`src/rtl/rx_ctrl_pkg.sv`:
```
// Shared definitions for the receive-side acquisition controller: core parameter
// defaults, the controller state encoding and the derived cycle counts.
package rx_ctrl_pkg;

    localparam int WAVELENGTH_DEF      = 16;
    localparam int PREAMBLE_LENGTH_DEF = 8;
    localparam int FRAME_BITS_DEF      = 32;
    localparam int LOCK_HOLD_DEF       = 2;
    localparam int SEARCH_TIMEOUT_DEF  = 4096;

    typedef enum logic [2:0] {
        ST_IDLE    = 3'd0,
        ST_FLUSH   = 3'd1,
        ST_SEARCH  = 3'd2,
        ST_ALIGN   = 3'd3,
        ST_RECEIVE = 3'd4,
        ST_DONE    = 3'd5
    } rx_state_e;

    // The correlator must see a full preamble's worth of samples plus pipeline slack.
    function automatic int flush_cycles(input int wavelength, input int preamble_length);
        return wavelength * preamble_length + 4;
    endfunction

    function automatic int align_cycles(input int wavelength, input int lock_hold);
        return (wavelength > lock_hold) ? (wavelength - lock_hold) : 1;
    endfunction

    function automatic int cnt_width(input int terminal);
        return (terminal < 1) ? 1 : $clog2(terminal + 1);
    endfunction

endpackage

```
`src/rtl/rx_sync_controller_symbol_timer.sv`:
```
// Per-symbol sample counter and symbol index counter; strobes at mid-symbol and
// flags the final sample of the final symbol.
module symbol_timer
    import rx_ctrl_pkg::*;
#(
    parameter int WAVELENGTH = WAVELENGTH_DEF,
    parameter int FRAME_BITS = FRAME_BITS_DEF
) (
    input  logic                          clk,
    input  logic                          rst_n,
    input  logic                          clear,
    input  logic                          run,
    output logic                          strobe,
    output logic [$clog2(FRAME_BITS)-1:0] index,
    output logic                          last
);

    localparam int SAMPLE_W = cnt_width(WAVELENGTH - 1);
    localparam int IDX_W    = $clog2(FRAME_BITS);

    localparam logic [SAMPLE_W-1:0] SAMPLE_LAST = SAMPLE_W'(WAVELENGTH - 1);
    localparam logic [SAMPLE_W-1:0] PRE_MID     = SAMPLE_W'(WAVELENGTH / 2 - 1);
    localparam logic [IDX_W-1:0]    IDX_LAST    = IDX_W'(FRAME_BITS - 1);

    logic [SAMPLE_W-1:0] sample_cnt_r;
    logic [IDX_W-1:0]    index_r;
    logic                strobe_r;

    // Sample/symbol counting; strobe is registered so it rises as the count reaches mid-symbol.
    always_ff @(posedge clk or negedge rst_n) begin
        if (!rst_n) begin
            sample_cnt_r <= {SAMPLE_W{1'b0}};
            index_r      <= {IDX_W{1'b0}};
            strobe_r     <= 1'b0;
        end else if (clear) begin
            sample_cnt_r <= {SAMPLE_W{1'b0}};
            index_r      <= {IDX_W{1'b0}};
            strobe_r     <= 1'b0;
        end else if (run) begin
            strobe_r <= (sample_cnt_r == PRE_MID);
            if (sample_cnt_r == SAMPLE_LAST) begin
                sample_cnt_r <= {SAMPLE_W{1'b0}};
                // The final wrap is consumed by the controller, so the index saturates.
                index_r      <= (index_r == IDX_LAST) ? index_r : index_r + IDX_W'(1);
            end else begin
                sample_cnt_r <= sample_cnt_r + SAMPLE_W'(1);
                index_r      <= index_r;
            end
        end else begin
            strobe_r     <= 1'b0;
            sample_cnt_r <= sample_cnt_r;
            index_r      <= index_r;
        end
    end

    assign last   = (sample_cnt_r == SAMPLE_LAST) && (index_r == IDX_LAST);
    assign strobe = strobe_r;
    assign index  = index_r;

endmodule

```
`src/rtl/rx_sync_controller.sv`:
```
// Receiver acquisition controller: flushes the correlator, searches for a stable
// lock, aligns to mid-symbol and strobes out one frame of payload symbols.
module rx_sync_controller
    import rx_ctrl_pkg::*;
#(
    parameter int WAVELENGTH      = WAVELENGTH_DEF,
    parameter int PREAMBLE_LENGTH = PREAMBLE_LENGTH_DEF,
    parameter int FRAME_BITS      = FRAME_BITS_DEF,
    parameter int LOCK_HOLD       = LOCK_HOLD_DEF,
    parameter int SEARCH_TIMEOUT  = SEARCH_TIMEOUT_DEF
) (
    input  logic                          clk,
    input  logic                          rst_n,
    input  logic                          enable,
    input  logic                          corr_done,
    output logic                          corr_rst_n,
    output logic                          demod_en,
    output logic                          bit_strobe,
    output logic [$clog2(FRAME_BITS)-1:0] bit_index,
    output logic                          frame_done,
    output logic                          timeout_err,
    output logic [2:0]                    state_o
);

    localparam int FLUSH_CYCLES = flush_cycles(WAVELENGTH, PREAMBLE_LENGTH);
    localparam int ALIGN_CYCLES = align_cycles(WAVELENGTH, LOCK_HOLD);
    localparam int FLUSH_W      = cnt_width(FLUSH_CYCLES);
    localparam int SEARCH_W     = cnt_width(SEARCH_TIMEOUT);
    localparam int HOLD_W       = cnt_width(LOCK_HOLD);
    localparam int ALIGN_W      = cnt_width(ALIGN_CYCLES);

    localparam logic [FLUSH_W-1:0]  FLUSH_LAST  = FLUSH_W'(FLUSH_CYCLES - 1);
    localparam logic [SEARCH_W-1:0] SEARCH_LAST = SEARCH_W'(SEARCH_TIMEOUT - 1);
    localparam logic [HOLD_W-1:0]   HOLD_LAST   = HOLD_W'(LOCK_HOLD - 1);
    localparam logic [ALIGN_W-1:0]  ALIGN_LAST  = ALIGN_W'(ALIGN_CYCLES - 1);

    rx_state_e           state_r;
    rx_state_e           state_next_s;
    logic [FLUSH_W-1:0]  flush_cnt_r;
    logic [SEARCH_W-1:0] search_cnt_r;
    logic [HOLD_W-1:0]   hold_cnt_r;
    logic [ALIGN_W-1:0]  align_cnt_r;
    logic                lock_s;
    logic                timeout_s;
    logic                corr_rst_n_r;
    logic                demod_en_r;
    logic                frame_done_r;
    logic                timeout_err_r;
    logic                timer_clear_s;
    logic                timer_run_s;
    logic                timer_last_s;

    // Next-state selection; dropping enable overrides every state.
    always_comb begin
        state_next_s = state_r;
        lock_s       = 1'b0;
        timeout_s    = 1'b0;
        if (!enable) begin
            state_next_s = ST_IDLE;
        end else begin
            case (state_r)
                ST_IDLE: state_next_s = ST_FLUSH;
                ST_FLUSH: begin
                    if (flush_cnt_r == FLUSH_LAST) begin
                        state_next_s = ST_SEARCH;
                    end else begin
                        state_next_s = ST_FLUSH;
                    end
                end
                ST_SEARCH: begin
                    lock_s    = corr_done && (hold_cnt_r == HOLD_LAST);
                    timeout_s = (search_cnt_r == SEARCH_LAST);
                    // Lock takes precedence over a timeout landing on the same cycle.
                    if (lock_s) begin
                        state_next_s = ST_ALIGN;
                    end else if (timeout_s) begin
                        state_next_s = ST_FLUSH;
                    end else begin
                        state_next_s = ST_SEARCH;
                    end
                end
                ST_ALIGN: begin
                    if (align_cnt_r == ALIGN_LAST) begin
                        state_next_s = ST_RECEIVE;
                    end else begin
                        state_next_s = ST_ALIGN;
                    end
                end
                ST_RECEIVE: begin
                    if (timer_last_s) begin
                        state_next_s = ST_DONE;
                    end else begin
                        state_next_s = ST_RECEIVE;
                    end
                end
                ST_DONE: state_next_s = ST_FLUSH;
                default: state_next_s = ST_IDLE;
            endcase
        end
    end

    // State register and per-state counters; each counter clears whenever its state is left.
    always_ff @(posedge clk or negedge rst_n) begin
        if (!rst_n) begin
            state_r      <= ST_IDLE;
            flush_cnt_r  <= {FLUSH_W{1'b0}};
            search_cnt_r <= {SEARCH_W{1'b0}};
            hold_cnt_r   <= {HOLD_W{1'b0}};
            align_cnt_r  <= {ALIGN_W{1'b0}};
        end else begin
            state_r      <= state_next_s;
            flush_cnt_r  <= (state_r == ST_FLUSH && state_next_s == ST_FLUSH)
                            ? flush_cnt_r + FLUSH_W'(1) : {FLUSH_W{1'b0}};
            search_cnt_r <= (state_r == ST_SEARCH && state_next_s == ST_SEARCH)
                            ? search_cnt_r + SEARCH_W'(1) : {SEARCH_W{1'b0}};
            hold_cnt_r   <= (state_r == ST_SEARCH && state_next_s == ST_SEARCH && corr_done)
                            ? hold_cnt_r + HOLD_W'(1) : {HOLD_W{1'b0}};
            align_cnt_r  <= (state_r == ST_ALIGN && state_next_s == ST_ALIGN)
                            ? align_cnt_r + ALIGN_W'(1) : {ALIGN_W{1'b0}};
        end
    end

    // Output flops track the state being entered so they line up with state_o.
    always_ff @(posedge clk or negedge rst_n) begin
        if (!rst_n) begin
            corr_rst_n_r  <= 1'b0;
            demod_en_r    <= 1'b0;
            frame_done_r  <= 1'b0;
            timeout_err_r <= 1'b0;
        end else begin
            corr_rst_n_r  <= !(state_next_s == ST_IDLE || state_next_s == ST_FLUSH);
            demod_en_r    <= (state_next_s == ST_RECEIVE);
            frame_done_r  <= (state_next_s == ST_DONE);
            timeout_err_r <= timeout_s && !lock_s;
        end
    end

    assign timer_clear_s = (state_next_s != ST_RECEIVE);
    assign timer_run_s   = (state_r == ST_RECEIVE) && (state_next_s == ST_RECEIVE);

    symbol_timer #(
        .WAVELENGTH (WAVELENGTH),
        .FRAME_BITS (FRAME_BITS)
    ) u_symbol_timer (
        .clk    (clk),
        .rst_n  (rst_n),
        .clear  (timer_clear_s),
        .run    (timer_run_s),
        .strobe (bit_strobe),
        .index  (bit_index),
        .last   (timer_last_s)
    );

    assign corr_rst_n  = corr_rst_n_r;
    assign demod_en    = demod_en_r;
    assign frame_done  = frame_done_r;
    assign timeout_err = timeout_err_r;
    assign state_o     = state_r;

endmodule
```
`config.mk`:
```
export PLATFORM = sky130hd
export DESIGN_NAME = rx_sync_controller
export DESIGN_NICKNAME = d
export VERILOG_FILES = /design/src/rtl/rx_ctrl_pkg.sv /design/src/rtl/rx_sync_controller_symbol_timer.sv /design/src/rtl/rx_sync_controller.sv
export SDC_FILE = /design/constraint.sdc
export NUM_CORES = 1
export LEC_CHECK = 0
export ABC_AREA = 1
export BUFFER_PORTS_ARGS = -buffer_cell sky130_fd_sc_hd__buf_2
export CORE_MARGIN = 2
export CORE_UTILIZATION = 59
export CTS_CLUSTER_SIZE = 16
export DETAILED_ROUTE_END_ITERATION = 7
export GPL_ROUTABILITY_DRIVEN = 0
export GPL_TIMING_DRIVEN = 0
export PLACE_DENSITY_LB_ADDON = 0.05
export SYNTH_ARGS = -nofsm -noshare
export SYNTH_HDL_FRONTEND = slang
export SYNTH_SLANG_ARGS = --single-unit
```
`constraint.sdc`:
```
create_clock -name clk -period 2.4 [get_ports clk]
set_clock_uncertainty 0.05 [all_clocks]
set_input_delay 0.36 -clock clk [delete_from_list [all_inputs] [get_ports clk]]
set_output_delay 0.36 -clock clk [all_outputs]
set_load 0.02 [all_outputs]
```
==> flow_summary.toml <==
[final_layout]
fillers = 300
finish.instance_area_um2 = 2490
utilization_pct = 67.4
antenna_cells = 0
drive_above_1_share_pct = 20.0
area_growth_pct = 9.60
layout.nets = 282
fin_cells = 318

[grt]
antenna_found_initial = 0
grt_pass1_wl_um = 6180
grt_max_degree = 45
grt_usage_pct = 19.0
grt_overflow = 0
grt_pass1_vias = 1458

[floorplanning]
ios = 17
coreArea_um2 = 3690
initial_core_util_pct = 61.5
fp.dieW_um = 66.0
num_rows = 22
die_h_um = 66.0
dieArea_um2 = 4360

[clock_tree]
clockBufferDepth = 2
ctsHoldBuffers = 0
post_cts_buffers = 0
clk_pin_slew_ns = 0.08
clock-sinks = 44
cts_resized = 0
clk_latency_ns = 0.29
cts-htree-levels = 2
cts_tree = "built"
cts_root_buf = "clkbuf_8"
cts_buffers = 5

[timing]
final_max_slew_viol_count = 0
period_minus_slack_ns = 2.00
rsz0062_at_grt = "false"
fin_hold_ws_ns = 0.160
tightest_slew_ns = 0.940
setup-violations-final = 0
fmax_ghz = 0.499
max-slew-margin-rel_pct = 37.3
hold_viol_final = 0
period_share_pct = 83.5
setup_tns_ns = 0

[logic_synthesis]
postSynth.asyncResetShare_pct = 100
yosys_warnings = 0
synth_seq_cells = 44
synth_edf_count = 0
synthTopCellsByCount = "dfrtp_1, nand2_1, inv_1"
synth_most_common_cell = "dfrtp_1"
netlist_area_um2 = 2270
yosysTopAreaCell = "dfrtp_1"
syn_avg_cell_area_um2 = 9.18
yosysSeqAreaShare_pct = 48.5
syn_inst = 247
yosysUniqueCellTypes = 29
synthTopCellsByArea = "dfrtp_1, nand2_1, inv_1, nor2_4, nor2_1"
yosys.area.top_type_share_pct = 48.5
synth_flop_cell = "dfrtp_1"
synth_nets = 259

[route]
wire_per_inst_um = 10.7
drtIter0Drc = 44
drc = 0
first_pass_iters = 4
avgViaCountPerCell = 4.87
num_vias = 1548
wl_um = 3420
ant_nets = 0

[critical_path]
startpoint_type = "register"
rr_endpoint = "u_symbol_timer.index[1]$_DFFE_PN0P_"
reg2reg_depth = 10
worstPathMaxFanout = 9
crit_arrival_ns = 2.16
ff2ff_setup_slack_ns = 0.40
crit_path_end_kind = "register"
worstSetupPathType = "register to register"
r2r_start = "u_symbol_timer.index[0]$_DFFE_PN0P_"
critPathRequiredTime_ns = 2.56

[run_status]
outcome = "complete, no violations"

[min_path]
hold_class = "primary input to async pin"

[placement]
place_inst = 311
dpl_cell_area_um2 = 2410
io_buffers = 16
hpwl_um = 2500

[power]
peakVddDrop_mv = 0.317
leakage_nw = 1.17
power_density_nw_per_um2 = 488

[run]
drv_cap = 0
==> worst max-delay path by stage <==
stage,to,start,slack [ns],cells after the start
5_1_grt,u_symbol_timer.sample_cnt_r[1]$_DFFE_PN0P_,u_symbol_timer.index[0]$_DFFE_PN0P_,0.19,10
3_3_place_gp,u_symbol_timer.sample_cnt_r[1]$_DFFE_PN0P_,u_symbol_timer.index[0]$_DFFE_PN0P_,0.40,10
2_1_floorplan,search_cnt_r[2]$_DFF_PN0_,u_symbol_timer.index[0]$_DFFE_PN0P_,0.42,11
3_5_place_dp,u_symbol_timer.index[1]$_DFFE_PN0P_,u_symbol_timer.index[0]$_DFFE_PN0P_,0.38,10
6_report,u_symbol_timer.index[1]$_DFFE_PN0P_,u_symbol_timer.index[0]$_DFFE_PN0P_,0.40,10
4_1_cts,u_symbol_timer.index[1]$_DFFE_PN0P_,u_symbol_timer.index[0]$_DFFE_PN0P_,0.36,10
==> cells in the final DEF, fill, tap and decap left out, drive strengths merged, types with 4 or more instances in the layout <==
cell type	synthesis	final
nand2	48	48
dfrtp	44	44
nor2	43	43
inv	38	38
buf	1	17
nand3	14	14
xor2	11	11
nor3	11	11
ha	8	8
nand4	7	7
clkbuf	0	6
o21ai	5	5
a21oi	5	5
xnor2	4	4
==> critical path, stage by stage (launching register included) <==
cell     delay, ns
dfrtp_1       0.42
ha_1          0.22
and3_1        0.18
ha_1          0.22
nand4_1       0.13
nor2_2        0.05
a21oi_2       0.11
nand3_2       0.11
nand2_4       0.14
nand2_2       0.15
a21oi_1       0.16
==> report_power, final <==
part	internal [mW]	switching (mW)	leakage [nW]	total, mW
clock network	0.198	0.227	0.0410	0.425
logic	0.0100	0.0320	0.512	0.0420
registers	0.744	0.00308	0.613	0.747
==> cell families after synthesis <==
logic type	synth area share (%)
simple gates	30.7
flops	48.5
compound gates	3.14
buf+inv	7.39
xor+xnor	5.79
fa+ha+maj	4.41
==> per-stage QoR <==
step | worst slack (ns) | power, mW
finish | 0.397 | 1.21
global placement | 0.403 | 0.805
CTS | 0.364 | 1.24
floorplan | 0.420 | 0.782
global route | 0.193 | 1.28
detailed placement | 0.380 | 0.805
==> registers in the layout, summed over array words and instances, names as in the netlist <==
name and flops:
corr_rst_n 1, align_cnt_r 4, frame_done 1, state_o 3, search_cnt_r 13, demod_en 1
timeout_err 1, hold_cnt_r 2, u_symbol_timer.sample_cnt_r 4, u_symbol_timer.strobe 1, flush_cnt_r 8, u_symbol_timer.index 5
==> final cells by class <==
type / count / area [um2] / share of cell area [%]
Clock inverter: 1 / 5.00 / 0.201
Sequential cell: 44 / 1100 / 44.3
Timing Repair Buffer: 16 / 80.1 / 3.22
Buffer: 1 / 20.0 / 0.805
Tap cell: 48 / 60.1 / 2.42
Clock buffer: 6 / 72.6 / 2.92
Multi-Input combinational cell: 163 / 1000 / 40.2
Inverter: 39 / 148 / 5.94
==> routing by layer <==
metal	GRT usage (%)	part of all wire (%)
met1	24.9	49
met2	29.4	47
met3	6.64	3.2
met4	6.12	0.79
met5	0	0
Power figures use the tool's default switching activity.
